$ cat src/rtl/key_schedule_ctrl.sv
// Key schedule controller: packs USB RX bytes into NUM_KEYS key words, then presents
// NUM_ROUNDS round keys per start to the cipher core with a valid/ack handshake.
module key_schedule_ctrl #(
    parameter int unsigned NUM_KEYS   = 4,
    parameter int unsigned KEY_W      = 32,
    parameter int unsigned NUM_ROUNDS = 8
) (
    input  logic                                  clk,
    input  logic                                  n_rst,
    input  logic                                  key_clear,
    input  logic [7:0]                            key_byte,
    input  logic                                  key_byte_valid,
    output logic                                  key_byte_ready,
    output logic                                  keys_loaded,
    input  logic                                  start,
    output logic                                  busy,
    output logic [KEY_W-1:0]                      round_key,
    output logic [$clog2(NUM_KEYS)-1:0]           key_idx,
    output logic [$clog2(NUM_ROUNDS+1)-1:0]       round_num,
    output logic                                  round_valid,
    input  logic                                  round_ack,
    output logic                                  last_round,
    output logic                                  done,
    output logic                                  err
);

    localparam int unsigned BPW  = KEY_W / 8;
    localparam int unsigned BP_W = (BPW > 1) ? $clog2(BPW) : 1;
    localparam int unsigned KI_W = $clog2(NUM_KEYS);
    localparam int unsigned RN_W = $clog2(NUM_ROUNDS + 1);

    localparam logic [KI_W-1:0] LAST_KEY  = KI_W'(NUM_KEYS - 1);
    localparam logic [BP_W-1:0] LAST_BYTE = BP_W'(BPW - 1);
    localparam logic [RN_W-1:0] LAST_RND  = RN_W'(NUM_ROUNDS - 1);

    typedef enum logic [2:0] {
        S_IDLE,
        S_LOAD,
        S_READY,
        S_RUN,
        S_DONE
    } state_e;

    state_e            state_q, state_d;
    logic [KEY_W-1:0]  key_q [NUM_KEYS];
    logic [KEY_W-1:0]  key_d [NUM_KEYS];
    logic [KI_W-1:0]   word_q, word_d;
    logic [BP_W-1:0]   byte_pos_q, byte_pos_d;
    logic [KI_W-1:0]   key_idx_q, key_idx_d;
    logic [RN_W-1:0]   round_num_q, round_num_d;
    logic [KEY_W-1:0]  round_key_q, round_key_d;
    logic              ready_q, ready_d;
    logic              loaded_q, loaded_d;
    logic              busy_q, busy_d;
    logic              valid_q, valid_d;
    logic              last_q, last_d;
    logic              done_q, done_d;
    logic              err_q, err_d;

    logic              byte_ok_c;
    logic              ack_ok_c;

    assign byte_ok_c = key_byte_valid && (state_q == S_IDLE || state_q == S_LOAD);
    assign ack_ok_c  = round_ack && valid_q && (state_q == S_RUN);

    // Next-state, key storage and counter update
    always_comb begin
        state_d     = state_q;
        key_d       = key_q;
        word_d      = word_q;
        byte_pos_d  = byte_pos_q;
        key_idx_d   = key_idx_q;
        round_num_d = round_num_q;
        err_d       = 1'b0;

        if (key_clear) begin
            state_d     = S_IDLE;
            word_d      = '0;
            byte_pos_d  = '0;
            key_idx_d   = '0;
            round_num_d = '0;
            for (int unsigned k = 0; k < NUM_KEYS; k++) begin
                key_d[k] = '0;
            end
        end else begin
            unique case (state_q)
                S_IDLE, S_LOAD: begin
                    err_d = start;
                    if (byte_ok_c) begin
                        // First byte of a word lands in its most significant byte
                        for (int unsigned b = 0; b < BPW; b++) begin
                            if (byte_pos_q == BP_W'(b)) begin
                                key_d[word_q][(BPW-1-b)*8 +: 8] = key_byte;
                            end
                        end
                        state_d = S_LOAD;
                        if (byte_pos_q == LAST_BYTE) begin
                            byte_pos_d = '0;
                            if (word_q == LAST_KEY) begin
                                word_d  = '0;
                                state_d = S_READY;
                            end else begin
                                word_d = word_q + KI_W'(1);
                            end
                        end else begin
                            byte_pos_d = byte_pos_q + BP_W'(1);
                        end
                    end
                end
                S_READY: begin
                    if (start) begin
                        state_d     = S_RUN;
                        key_idx_d   = '0;
                        round_num_d = '0;
                    end
                end
                S_RUN: begin
                    if (ack_ok_c) begin
                        key_idx_d   = (key_idx_q == LAST_KEY) ? '0 : key_idx_q + KI_W'(1);
                        round_num_d = round_num_q + RN_W'(1);
                        if (round_num_q == LAST_RND) begin
                            state_d = S_DONE;
                        end
                    end
                end
                S_DONE: begin
                    state_d = S_READY;
                end
                default: begin
                    state_d = S_IDLE;
                end
            endcase
        end
    end

    // Outputs are decoded from the next state so they appear registered with the state
    always_comb begin
        ready_d     = (state_d == S_IDLE) || (state_d == S_LOAD);
        loaded_d    = (state_d == S_READY) || (state_d == S_RUN) || (state_d == S_DONE);
        busy_d      = (state_d == S_RUN) || (state_d == S_DONE);
        valid_d     = (state_d == S_RUN);
        round_key_d = valid_d ? key_q[key_idx_d] : '0;
        last_d      = valid_d && (round_num_d == LAST_RND);
        done_d      = (state_d == S_DONE);
    end

    always_ff @(posedge clk or negedge n_rst) begin
        if (!n_rst) begin
            state_q     <= S_IDLE;
            word_q      <= '0;
            byte_pos_q  <= '0;
            key_idx_q   <= '0;
            round_num_q <= '0;
            round_key_q <= '0;
            ready_q     <= 1'b1;
            loaded_q    <= 1'b0;
            busy_q      <= 1'b0;
            valid_q     <= 1'b0;
            last_q      <= 1'b0;
            done_q      <= 1'b0;
            err_q       <= 1'b0;
            for (int unsigned k = 0; k < NUM_KEYS; k++) begin
                key_q[k] <= '0;
            end
        end else begin
            state_q     <= state_d;
            word_q      <= word_d;
            byte_pos_q  <= byte_pos_d;
            key_idx_q   <= key_idx_d;
            round_num_q <= round_num_d;
            round_key_q <= round_key_d;
            ready_q     <= ready_d;
            loaded_q    <= loaded_d;
            busy_q      <= busy_d;
            valid_q     <= valid_d;
            last_q      <= last_d;
            done_q      <= done_d;
            err_q       <= err_d;
            for (int unsigned k = 0; k < NUM_KEYS; k++) begin
                key_q[k] <= key_d[k];
            end
        end
    end

    assign key_byte_ready = ready_q;
    assign keys_loaded    = loaded_q;
    assign busy           = busy_q;
    assign round_key      = round_key_q;
    assign key_idx        = key_idx_q;
    assign round_num      = round_num_q;
    assign round_valid    = valid_q;
    assign last_round     = last_q;
    assign done           = done_q;
    assign err            = err_q;

endmodule

$ cat config.mk
export PLATFORM = sky130hd
export DESIGN_NAME = key_schedule_ctrl
export DESIGN_NICKNAME = d
export VERILOG_FILES = /design/src/rtl/key_schedule_ctrl.sv
export SDC_FILE = /design/constraint.sdc
export NUM_CORES = 1
export LEC_CHECK = 0
export BUFFER_PORTS_ARGS = -buffer_cell sky130_fd_sc_hd__buf_2
export CAP_MARGIN = 5
export CORE_MARGIN = 2
export CORE_UTILIZATION = 60
export DETAILED_ROUTE_END_ITERATION = 8
export HOLD_SLACK_MARGIN = 0.1
export PLACE_DENSITY = 0.79
export SLEW_MARGIN = 20
export SYNTH_ARGS = -nofsm -noshare
export SYNTH_HDL_FRONTEND = slang
export SYNTH_SLANG_ARGS = --single-unit
$ cat constraint.sdc
create_clock -name clk -period 2.43 [get_ports clk]
set_input_delay 0.243 -clock clk [delete_from_list [all_inputs] [get_ports clk]]
set_output_delay 0.243 -clock clk [all_outputs]
set_load 0.02 [all_outputs]
==> flow_metrics.tcl <==
set metrics [dict create \
    drc_errors 0 \
    core_area_sq_um 13300 \
    slew_violations 0 \
    synth.avg_cell_area_sq_um 9.79 \
    ys_seq_area_share_pct 55.1 \
    async_flop_share_pct 100 \
    cts_buffers 17 \
    path_class "flop to flop" \
    synthXorXnorAreaFrac_pct 0 \
    synth_top_area_share_pct 54.7 \
    cts_tree "built" \
    overflow 0 \
    ys_seq_elements 180 \
    nets 898 \
    wirelength_um 21100 \
    synthCells 836 \
    peakVddDrop_mv 0.493 \
    cts_sinks 180 \
    numPortBuffers 58 \
    cp_cell_sequence "ha_1 > nor2_1 > mux2i_1 > o31ai_4 > buf_12 > mux2i_1 > o22ai_1" \
    min_period_ns 2.12 \
    n_antenna_cell 0 \
    slowest_stage "o31ai_4" \
    setup_viol_count_final 0 \
    ant_nets 0 \
    clkTransAtPathRegs_ns 0.06 \
    grt_usage_pct 30.2 \
    outcome "completed" \
    syn_area_sq_um 8180 \
    synthSimpleGateAreaFrac_pct 17.8 \
    die_x_um 121 \
    max_slew_margin_pct 43.4 \
    ys.flop_type "dfrtp_1" \
    startpoint_type "flop" \
    crit_required_ns 2.71 \
    placed_area_sq_um 8640 \
    synthTopCellsByArea "dfrtp_1 (55%), mux2i_1 (8.2%), nand3_1 (8.2%)" \
    cellPowerDensity_nw_per_um2 650 \
    synth_top_family_by_area "simple AND/OR/NAND/NOR gates" \
    clk_path_buf_depth 2 \
    clock.fmax_mhz 471 \
    dieArea_sq_um 14600 \
    hold_violations 0 \
    clk_latency_ns 0.43 \
    synth-compound-area-share_pct 11.9 \
    routed_via_density 6.39 \
    wl_per_cell_um 19.8 \
    rows 42 \
    start_util_pct 61.6 \
    io_pins 59 \
    initialDrtViolationCount 975 \
    leakage_nw 3.82 \
    cp-end-kind "flop" \
    synthMuxAreaShare_pct 8.19 \
    tightest_slew_ns 0.848 \
    hold_buffers 1 \
    rsz0062_at_grt "false" \
    hpwl_um 12900 \
    post-place-cells 1029 \
    hp-class "primary input to flop" \
    antenna_found_initial 0 \
    synth_fa_ha_area_share_pct 1.53 \
    cts_resized 0 \
    ys_types 43 \
    fp.dieH_um 121 \
    critPathMostFrequentCell "mux2i_1" \
    grt_max_degree 85 \
    setup_tns_ns 0 \
    gp_congestion 0.824 \
    stdcell_count 1063 \
    h-tree-depth 4 \
    crit_fanout 22 \
    synth_fp_nets 860 \
    syn2layout_area_growth_pct 12.9 \
    cap_violations 0 \
    synth-edff-count 0 \
    timing.hold.ws_ns 0.146 \
    worstPathArrival_ns 2.41 \
    dr.pass1.iters 7 \
    synth_top_area_cell "dfrtp_1" \
    fin_area_sq_um 9240 \
    grt_pass1_vias 6677 \
    drive_above_1_share_pct 15.4 \
    route.vias.total 6788 \
    synthTopCellsByCount "dfrtp_1 (179), nand2_1 (148), nand3_1 (134)" \
    synth.most_common_cell "dfrtp_1" \
    finalCritPeriodShare_pct 87.3 \
    cp_slowest_stage_delay_ns 0.52 \
    finClkSkew_ns 0.00691 \
    yosysWarnings 0 \
    clk_root_buffer_cell "clkbuf_16" \
    postCtsSetupBuffers 0 \
    grt_pass1_wl_um 33900 \
]
[cell families after synthesis]
group                    count (synthesis)
AND/OR/NAND/NOR                        316
adder cells (fa/ha/maj)                 10
multiplexers                            67
AO/OA/AOI/OAI                          178
flip-flops                             180
buffers and inverters                   85
[stage by stage]
stage          worst slack, ns  utilization, %  power, mW
2_1_floorplan            0.553               -       3.24
3_3_place_gp             0.374            65.0       3.36
3_5_place_dp             0.332            65.0       3.37
4_1_cts                  0.315            69.4       6.03
5_1_grt                  0.223            69.5       6.19
6_report                 0.308            69.5       6.00
[layout by cell type, fill, tap and decap left out, drive strengths merged, types with 4 or more instances in the layout]
cell | synthesis | layout
mux2i | 67 | 67
buf | 40 | 96
clkbuf | 39 | 24
a21oi | 135 | 135
dfrtp | 179 | 179
o21ai | 4 | 4
nand3 | 134 | 134
and3 | 4 | 4
nand2 | 148 | 148
ha | 10 | 10
inv | 6 | 6
o22ai | 32 | 32
nor2 | 8 | 8
[sequential cells by signal, summed over array words and instances, names as in the netlist, 2 cells and up]
name and flops:
byte_pos_q 2, key_idx 2, key_q 128, round_key 32
round_num 4, state_q 3, word_q 2
[path summary, 6_finish.rpt]
kind,start,end,slack (ns),cells past startpoint
max in group asynchronous,n_rst,key_q[97],1.39,3
setup / recovery,key_idx[0],round_key[30],0.31,7
hold reg to reg,key_q[55],key_q[55],0.52,2
min in group asynchronous,n_rst,round_key[19],0.29,2
hold / removal,key_byte_valid,byte_pos_q[1],0.15,3
setup reg to reg,key_idx[0],round_key[30],0.31,7
[routing by layer]
metal / GRT usage [%] / vias to the layer above / share of wire [%]
met1: 40.1 / 3393 / 40
li1: - / 2989 / -
met2: 49.2 / 348 / 49
met4: 10.5 / 0 / 2.2
met5: 0 / - / 0
met3: 6.89 / 58 / 8.0
[report_power, final]
part	internal, mW	switching (mW)	total, mW
Clock	1.57	1.12	2.68
Sequential	3.02	0.0147	3.03
Combinational	0.0664	0.222	0.288
[final cells by class]
type,instances,area (sq um)
Clock buffer,24,472
Sequential cell,180,4510
Fill cell,976,4060
Multi-Input combinational cell,571,3240
Clock inverter,8,101
Tap cell,176,220
Timing Repair Buffer,98,679
Inverter,6,22.5
[worst max-delay path, delay by kind of cell, from the launching register on]
kind	cells	cell delay, ns
AO/OA/AOI/OAI	2	0.63
flip-flops	1	0.42
multiplexers	2	0.36
buffers and inverters	1	0.28
adder cells (fa/ha/maj)	1	0.21
AND/OR/NAND/NOR	1	0.08
No activity file was read; power rests on OpenSTA's default activity.
